File: src/rtl/vga_timing_pkg.sv
// Shared 640x480@60 timing constants, counter widths, lock states and pixel payload type
// for the VGA stream receiver.
package vga_timing_pkg;

    localparam int unsigned H_SYNC_NOM   = 96;
    localparam int unsigned H_BACK_NOM   = 48;
    localparam int unsigned H_ACTIVE_NOM = 640;
    localparam int unsigned H_FRONT_NOM  = 16;
    localparam int unsigned V_SYNC_NOM   = 2;
    localparam int unsigned V_BACK_NOM   = 33;
    localparam int unsigned V_ACTIVE_NOM = 480;
    localparam int unsigned V_FRONT_NOM  = 10;
    localparam int unsigned LOCK_FRAMES_NOM = 2;

    localparam int unsigned H_TOTAL_NOM = H_SYNC_NOM + H_BACK_NOM + H_ACTIVE_NOM + H_FRONT_NOM;
    localparam int unsigned V_TOTAL_NOM = V_SYNC_NOM + V_BACK_NOM + V_ACTIVE_NOM + V_FRONT_NOM;

    localparam int unsigned H_CNT_W = 11;
    localparam int unsigned V_CNT_W = 10;
    localparam int unsigned X_W     = 10;
    localparam int unsigned Y_W     = 9;
    localparam int unsigned PIX_W   = 8;
    localparam int unsigned ERR_W   = 8;
    localparam int unsigned GOOD_W  = 4;

    localparam logic [1:0] ST_HUNT   = 2'd0;
    localparam logic [1:0] ST_VERIFY = 2'd1;
    localparam logic [1:0] ST_LOCKED = 2'd2;

    typedef struct packed {
        logic [PIX_W-1:0] r;
        logic [PIX_W-1:0] g;
        logic [PIX_W-1:0] b;
    } rgb_t;

endpackage

File: src/rtl/vga_sync_edge.sv
// Stage-1 capture of syncs and colour, plus falling-edge detection on the captured syncs.
module vga_sync_edge
    import vga_timing_pkg::*;
(
    input  logic clock,
    input  logic reset,
    input  logic hsync,
    input  logic vsync,
    input  rgb_t rgb,
    output rgb_t rgb_s1,
    output logic hfall_c,
    output logic vfall_c
);

    logic hs_s1;
    logic vs_s1;
    logic hs_d;
    logic vs_d;

    // Syncs idle high so a stream already low at reset release still shows a fall
    always_ff @(posedge clock or posedge reset) begin
        if (reset) begin
            hs_s1  <= 1'b1;
            vs_s1  <= 1'b1;
            hs_d   <= 1'b1;
            vs_d   <= 1'b1;
            rgb_s1 <= '0;
        end else begin
            hs_s1  <= hsync;
            vs_s1  <= vsync;
            hs_d   <= hs_s1;
            vs_d   <= vs_s1;
            rgb_s1 <= rgb;
        end
    end

    assign hfall_c = hs_d & ~hs_s1;
    assign vfall_c = vs_d & ~vs_s1;

endmodule

File: src/rtl/vga_stream_receiver.sv
// VGA sink: recovers pixel coordinates, checks line/frame timing, tracks lock and
// emits a registered pixel stream while locked.
module vga_stream_receiver
    import vga_timing_pkg::*;
#(
    parameter int unsigned H_SYNC      = H_SYNC_NOM,
    parameter int unsigned H_BACK      = H_BACK_NOM,
    parameter int unsigned H_ACTIVE    = H_ACTIVE_NOM,
    parameter int unsigned H_FRONT     = H_FRONT_NOM,
    parameter int unsigned V_SYNC      = V_SYNC_NOM,
    parameter int unsigned V_BACK      = V_BACK_NOM,
    parameter int unsigned V_ACTIVE    = V_ACTIVE_NOM,
    parameter int unsigned V_FRONT     = V_FRONT_NOM,
    parameter int unsigned LOCK_FRAMES = LOCK_FRAMES_NOM
)
(
    input  logic             clock,
    input  logic             reset,
    input  logic             vga_hsync,
    input  logic             vga_vsync,
    input  logic [PIX_W-1:0] R,
    input  logic [PIX_W-1:0] G,
    input  logic [PIX_W-1:0] B,
    output logic             pix_valid,
    output logic [X_W-1:0]   pix_x,
    output logic [Y_W-1:0]   pix_y,
    output logic [PIX_W-1:0] pix_R,
    output logic [PIX_W-1:0] pix_G,
    output logic [PIX_W-1:0] pix_B,
    output logic             frame_start,
    output logic             locked,
    output logic [ERR_W-1:0] err_count
);

    localparam int unsigned H_TOTAL   = H_SYNC + H_BACK + H_ACTIVE + H_FRONT;
    localparam int unsigned V_TOTAL   = V_SYNC + V_BACK + V_ACTIVE + V_FRONT;
    localparam int unsigned H_START   = H_SYNC + H_BACK;
    localparam int unsigned H_END     = H_START + H_ACTIVE;
    localparam int unsigned V_START   = V_SYNC + V_BACK;
    localparam int unsigned V_END     = V_START + V_ACTIVE;
    localparam int unsigned ERR_SUM_W = ERR_W + 1;

    localparam logic [H_CNT_W-1:0] H_MAX = '1;
    localparam logic [V_CNT_W-1:0] V_MAX = '1;

    rgb_t rgb_in;
    rgb_t rgb_s1;
    logic hfall_c;
    logic vfall_c;

    logic [H_CNT_W-1:0] h_prev;
    logic [H_CNT_W-1:0] h_cnt_c;
    logic [V_CNT_W-1:0] v_prev;
    logic [V_CNT_W-1:0] v_cnt_c;
    logic               h_sat_seen;
    logic               line_open;
    logic               frame_dirty;

    logic judged_c;
    logic sat_hit_c;
    logic len_bad_c;
    logic bad_line_c;
    logic bad_frame_c;
    logic active_c;
    logic valid_c;

    logic [1:0]           state;
    logic [1:0]           state_nxt;
    logic [GOOD_W-1:0]    good_cnt;
    logic [GOOD_W-1:0]    good_nxt;
    logic [ERR_SUM_W-1:0] err_sum_c;
    logic [ERR_W-1:0]     err_nxt_c;

    assign rgb_in = {R, G, B};

    vga_sync_edge u_sync_edge (
        .clock   (clock),
        .reset   (reset),
        .hsync   (vga_hsync),
        .vsync   (vga_vsync),
        .rgb     (rgb_in),
        .rgb_s1  (rgb_s1),
        .hfall_c (hfall_c),
        .vfall_c (vfall_c)
    );

    // Position of the stage-1 sample: restarts on the sync fall, otherwise counts on
    always_comb begin
        h_cnt_c = h_prev;
        if (hfall_c) begin
            h_cnt_c = '0;
        end else if (h_prev != H_MAX) begin
            h_cnt_c = h_prev + 1'b1;
        end

        v_cnt_c = v_prev;
        if (vfall_c) begin
            v_cnt_c = '0;
        end else if (hfall_c && (v_prev != V_MAX)) begin
            v_cnt_c = v_prev + 1'b1;
        end
    end

    // Nothing is judged until the first vfall; a saturated line is charged once only
    always_comb begin
        judged_c    = (state != ST_HUNT);
        sat_hit_c   = !hfall_c && (h_cnt_c == H_MAX) && !h_sat_seen;
        len_bad_c   = hfall_c && line_open && !h_sat_seen &&
                      (h_prev != H_CNT_W'(H_TOTAL - 1));
        bad_line_c  = judged_c && (sat_hit_c || len_bad_c);
        bad_frame_c = judged_c && vfall_c &&
                      ((v_prev != V_CNT_W'(V_TOTAL - 1)) || frame_dirty || bad_line_c);
        active_c    = (h_cnt_c >= H_CNT_W'(H_START)) && (h_cnt_c < H_CNT_W'(H_END)) &&
                      (v_cnt_c >= V_CNT_W'(V_START)) && (v_cnt_c < V_CNT_W'(V_END));
    end

    always_comb begin
        err_sum_c = ERR_SUM_W'(err_count) + ERR_SUM_W'(bad_line_c) + ERR_SUM_W'(bad_frame_c);
        err_nxt_c = err_sum_c[ERR_W] ? '1 : err_sum_c[ERR_W-1:0];
    end

    always_ff @(posedge clock or posedge reset) begin
        if (reset) begin
            h_prev      <= '0;
            v_prev      <= '0;
            h_sat_seen  <= 1'b0;
            line_open   <= 1'b0;
            frame_dirty <= 1'b0;
            err_count   <= '0;
        end else begin
            h_prev    <= h_cnt_c;
            v_prev    <= v_cnt_c;
            err_count <= err_nxt_c;
            if (hfall_c) begin
                h_sat_seen <= 1'b0;
                line_open  <= 1'b1;
            end else if (sat_hit_c) begin
                h_sat_seen <= 1'b1;
            end
            if (vfall_c) begin
                frame_dirty <= 1'b0;
            end else if (bad_line_c) begin
                frame_dirty <= 1'b1;
            end
        end
    end

    always_ff @(posedge clock or posedge reset) begin
        if (reset) begin
            state    <= ST_HUNT;
            good_cnt <= '0;
        end else begin
            state    <= state_nxt;
            good_cnt <= good_nxt;
        end
    end

    always_comb begin
        state_nxt = state;
        good_nxt  = good_cnt;
        case (state)
            ST_HUNT: begin
                if (vfall_c) begin
                    state_nxt = ST_VERIFY;
                    good_nxt  = '0;
                end
            end
            ST_VERIFY: begin
                if (bad_line_c || bad_frame_c) begin
                    good_nxt = '0;
                end else if (vfall_c) begin
                    if (good_cnt >= GOOD_W'(LOCK_FRAMES - 1)) begin
                        state_nxt = ST_LOCKED;
                        good_nxt  = '0;
                    end else begin
                        good_nxt = good_cnt + 1'b1;
                    end
                end
            end
            ST_LOCKED: begin
                if (bad_line_c || bad_frame_c) begin
                    state_nxt = ST_VERIFY;
                    good_nxt  = '0;
                end
            end
            default: begin
                state_nxt = ST_HUNT;
                good_nxt  = '0;
            end
        endcase
    end

    assign valid_c = (state_nxt == ST_LOCKED) && active_c;

    // Stage 2: pixel payload holds its last value outside valid pixels
    always_ff @(posedge clock or posedge reset) begin
        if (reset) begin
            pix_valid   <= 1'b0;
            pix_x       <= '0;
            pix_y       <= '0;
            pix_R       <= '0;
            pix_G       <= '0;
            pix_B       <= '0;
            frame_start <= 1'b0;
            locked      <= 1'b0;
        end else begin
            locked      <= (state_nxt == ST_LOCKED);
            pix_valid   <= valid_c;
            frame_start <= valid_c && (h_cnt_c == H_CNT_W'(H_START)) &&
                           (v_cnt_c == V_CNT_W'(V_START));
            if (valid_c) begin
                pix_x <= X_W'(h_cnt_c - H_CNT_W'(H_START));
                pix_y <= Y_W'(v_cnt_c - V_CNT_W'(V_START));
                pix_R <= rgb_s1.r;
                pix_G <= rgb_s1.g;
                pix_B <= rgb_s1.b;
            end
        end
    end

endmodule

File: config.mk
export PLATFORM = sky130hd
export DESIGN_NAME = vga_stream_receiver
export DESIGN_NICKNAME = d
export VERILOG_FILES = /design/src/rtl/vga_timing_pkg.sv /design/src/rtl/vga_sync_edge.sv /design/src/rtl/vga_stream_receiver.sv
export SDC_FILE = /design/constraint.sdc
export NUM_CORES = 1
export LEC_CHECK = 0
export CELL_PAD_IN_SITES_DETAIL_PLACEMENT = 0
export CELL_PAD_IN_SITES_GLOBAL_PLACEMENT = 1
export CORE_MARGIN = 3
export CORE_UTILIZATION = 45
export CTS_CLUSTER_DIAMETER = 200
export DETAILED_ROUTE_END_ITERATION = 6
export GPL_TIMING_DRIVEN = 0
export PLACE_DENSITY_LB_ADDON = 0.1
export REMOVE_ABC_BUFFERS = 1
export SKIP_CTS_REPAIR_TIMING = 1
export SLEW_MARGIN = 20
export SYNTH_ARGS = -nofsm -noshare
export SYNTH_HDL_FRONTEND = slang
export SYNTH_SLANG_ARGS = --single-unit
File: constraint.sdc
create_clock -name clock -period 6.5 [get_ports clock]
set_input_delay 0.975 -clock clock [delete_from_list [all_inputs] [get_ports clock]]
set_output_delay 0.975 -clock clock [all_outputs]
set_load 0.05 [all_outputs]
==> results.py <==
metrics = {
    "floorplanning": {
        "fp-row-count": 38,
        "io_pins": 82,
        "die_area_um2": 12900,
        "die_y_um": 113,
        "core_um2": 11100,
        "die_w_um": 113,
        "initial_core_util": 0.469,
    },
    "timing": {
        "fin_skew_ns": 0.00707,
        "worstMarginPinSlew_ns": 0.824,
        "finalMaxSlewViolations": 0,
        "rsz0062_at_grt": "no",
        "setup_viol": 0,
        "hold_viol": 0,
        "timing.fmax_mhz": 223,
        "period_minus_slack_ns": 4.48,
        "setup-tns-final_ns": 0,
        "relSlewSlack": 0.450,
        "period_share": 0.690,
    },
    "clock_network": {
        "cts_max_level": 3,
        "root_buffer": "clkbuf_16",
        "cts_tree": "built",
        "cts.sinks": 112,
        "cts_buffers": 9,
        "worstSkewPairLatency_ns": 0.34,
        "cts.path.max_buffers": 2,
        "path_clk_slew_ns": 0.07,
    },
    "final_layout": {
        "final_cells": 649,
        "n_antenna_cell": 0,
        "layout_commonest_cell": "dfrtp_1",
        "layout-drive-gt1-share": 0.155,
        "layout_common_cells": "dfrtp_1, clkdlybuf4s50_1, mux2_4",
        "regArea_um2": 2810,
        "fillers": 953,
        "design_area_um2": 6480,
        "utilization": 0.585,
        "multiInputGateArea_um2": 2220,
        "syn_to_final_growth_pct": 24.7,
        "fin_nets": 544,
    },
    "setup_path": {
        "critPathMaxFanout": 22,
        "reg2reg_from": "u_sync_edge.hs_s1",
        "start_kind": "register",
        "rrSetupSlack_ns": 2.02,
        "cp-end-kind": "register",
        "arrival_ns": 4.75,
        "crit_path_start": "u_sync_edge.hs_s1",
        "required_ns": 6.76,
        "crit_type": "reg -> reg",
    },
    "pwr": {
        "p_leak_nw": 3.01,
        "finalPower_mw": 1.59,
        "ir_worst_vdd_mv": 0.132,
        "p_per_area_nw_per_um2": 246,
    },
    "yosys": {
        "synth_warnings": 0,
        "ys_types": 58,
        "synth_cells": 424,
        "synthArstFlopShare": 1.00,
        "ys_seq_area_frac": 0.541,
        "synth.top_cell.area_share": 0.520,
        "syn_avg_cell_area_um2": 12.2,
        "synth_flop_cell": "dfrtp_1",
        "synth-seq-cells": 112,
        "synth_area_leaders": "dfrtp_1, mux2_4, ha_1",
        "synth_edf_count": 0,
        "netlist_area_um2": 5190,
        "yosysTopAreaCell": "dfrtp_1",
    },
    "grt": {
        "grt_first_pass_wirelength_um": 18600,
        "antenna_found_initial": 0,
        "grt_remaining_overflow": 0,
        "grt_pass1_vias": 3688,
        "grt_max_degree": 79,
        "grt_usage": 0.179,
    },
    "place": {
        "routabilityCongestion": 0.839,
        "dp_hpwl_um": 7730,
        "port_buffers": 81,
        "dp_cells": 633,
        "placed_area_um2": 6200,
    },
    "hold_path": {
        "hold_path.class": "reg -> reg",
        "holdCritStartpoint": "u_sync_edge.hs_s1",
    },
    "routing": {
        "dr.pass1.iters": 4,
        "drtIter0Drc": 229,
        "vias": 3596,
        "ant_nets": 0,
        "wl_per_cell_um": 16.6,
        "route.detailed.drc": 0,
        "drt_wl_total_um": 10800,
        "via_per_inst": 5.54,
    },
    "run": {
        "maxCapViolCount": 0,
    },
    "run_status": {
        "outcome": "finished clean",
    },
}
-- worst max-delay path, stage by stage (launching register included) --
cell	delay, ns
dfstp_2	0.54
and2b_1	0.47
nor4b_1	0.41
nor3_1	0.19
inv_1	0.11
ha_1	0.14
inv_1	0.04
nor4b_1	0.44
nand4_1	0.29
and2_1	0.30
a211oi_1	0.27
fa_1	0.27
ha_1	0.21
and3_1	0.21
and3_1	0.21
nand3_1	0.18
o21ai_0	0.12
-- flip-flops by register name (all words and copies together), names as in the netlist --
name / flops
frame_start: 1
pix_valid: 1
pix_x: 10
u_sync_edge.rgb_s1: 24
v_prev: 10
frame_dirty: 1
u_sync_edge.vs_d: 1
u_sync_edge.hs_d: 1
pix_G: 8
locked: 1
state: 2
err_count: 8
h_sat_seen: 1
u_sync_edge.vs_s1: 1
line_open: 1
u_sync_edge.hs_s1: 1
pix_R: 8
pix_B: 8
pix_y: 9
h_prev: 11
good_cnt: 4
-- final cells by class --
| class | instances | area share |
|---|---|---|
| clock buffer | 9 | 0.0348 |
| clock inverter | 7 | 0.00869 |
| inverter | 18 | 0.0112 |
| multi-input combinational | 278 | 0.343 |
| sequential | 112 | 0.433 |
| tap | 140 | 0.0270 |
| timing repair buffer | 85 | 0.142 |
-- per-layer routing --
| layer | vias up | global-route usage | routed length [um] |
|---|---|---|---|
| met5 | - | 0 | 0 |
| met2 | 83 | 0.271 | 4930 |
| met4 | 0 | 0.0481 | 154 |
| met1 | 1798 | 0.256 | 5110 |
| li1 | 1701 | - | - |
| met3 | 14 | 0.0504 | 593 |
-- cell families (layout without fill, tap and decap cells) --
| group | after synthesis | after routing | synth area share |
|---|---|---|---|
| xor+xnor | 14 | 14 | 0.0236 |
| fa+ha+maj | 12 | 12 | 0.0304 |
| compound gates | 67 | 67 | 0.0993 |
| flops | 112 | 112 | 0.541 |
| mux | 47 | 47 | 0.127 |
| simple gates | 138 | 138 | 0.147 |
| buf+inv | 34 | 119 | 0.0325 |
-- cells in the mapped netlist, drive strengths merged (9+ instances only) --
cell type	n
a21oi	9
a31oi	12
and3	11
buf	9
dfrtp	108
ha	11
inv	18
mux2	42
nand2	16
nand2b	10
nand3	13
nand4	11
nor2	31
nor3	9
o21ai	10
xnor2	10
-- report_power, final --
group	switching (mW)	internal [mW]	total, mW	leakage [nW]
combinational	0.170	0.113	0.283	1.41
clock	0.253	0.264	0.517	0.136
sequential	0.0499	0.742	0.792	1.46
-- stage by stage --
step                hold WS (ns)  setup WS (ns)
floorplan                  0.358           2.57
CTS                        0.378           1.98
global route               0.382           1.39
detailed placement         0.367           2.01
finish                     0.376           2.02
global placement           0.362          0.955
-- path summary, 6_finish.rpt --
path / end / cells past startpoint
max: err_count[3] / 16
min: u_sync_edge.hs_d / 0
max reg2reg: err_count[3] / 16
min reg2reg: u_sync_edge.hs_d / 0
max in group asynchronous: u_sync_edge.vs_d / 3
min in group asynchronous: pix_B[0] / 2
Power figures use the tool's default switching activity.
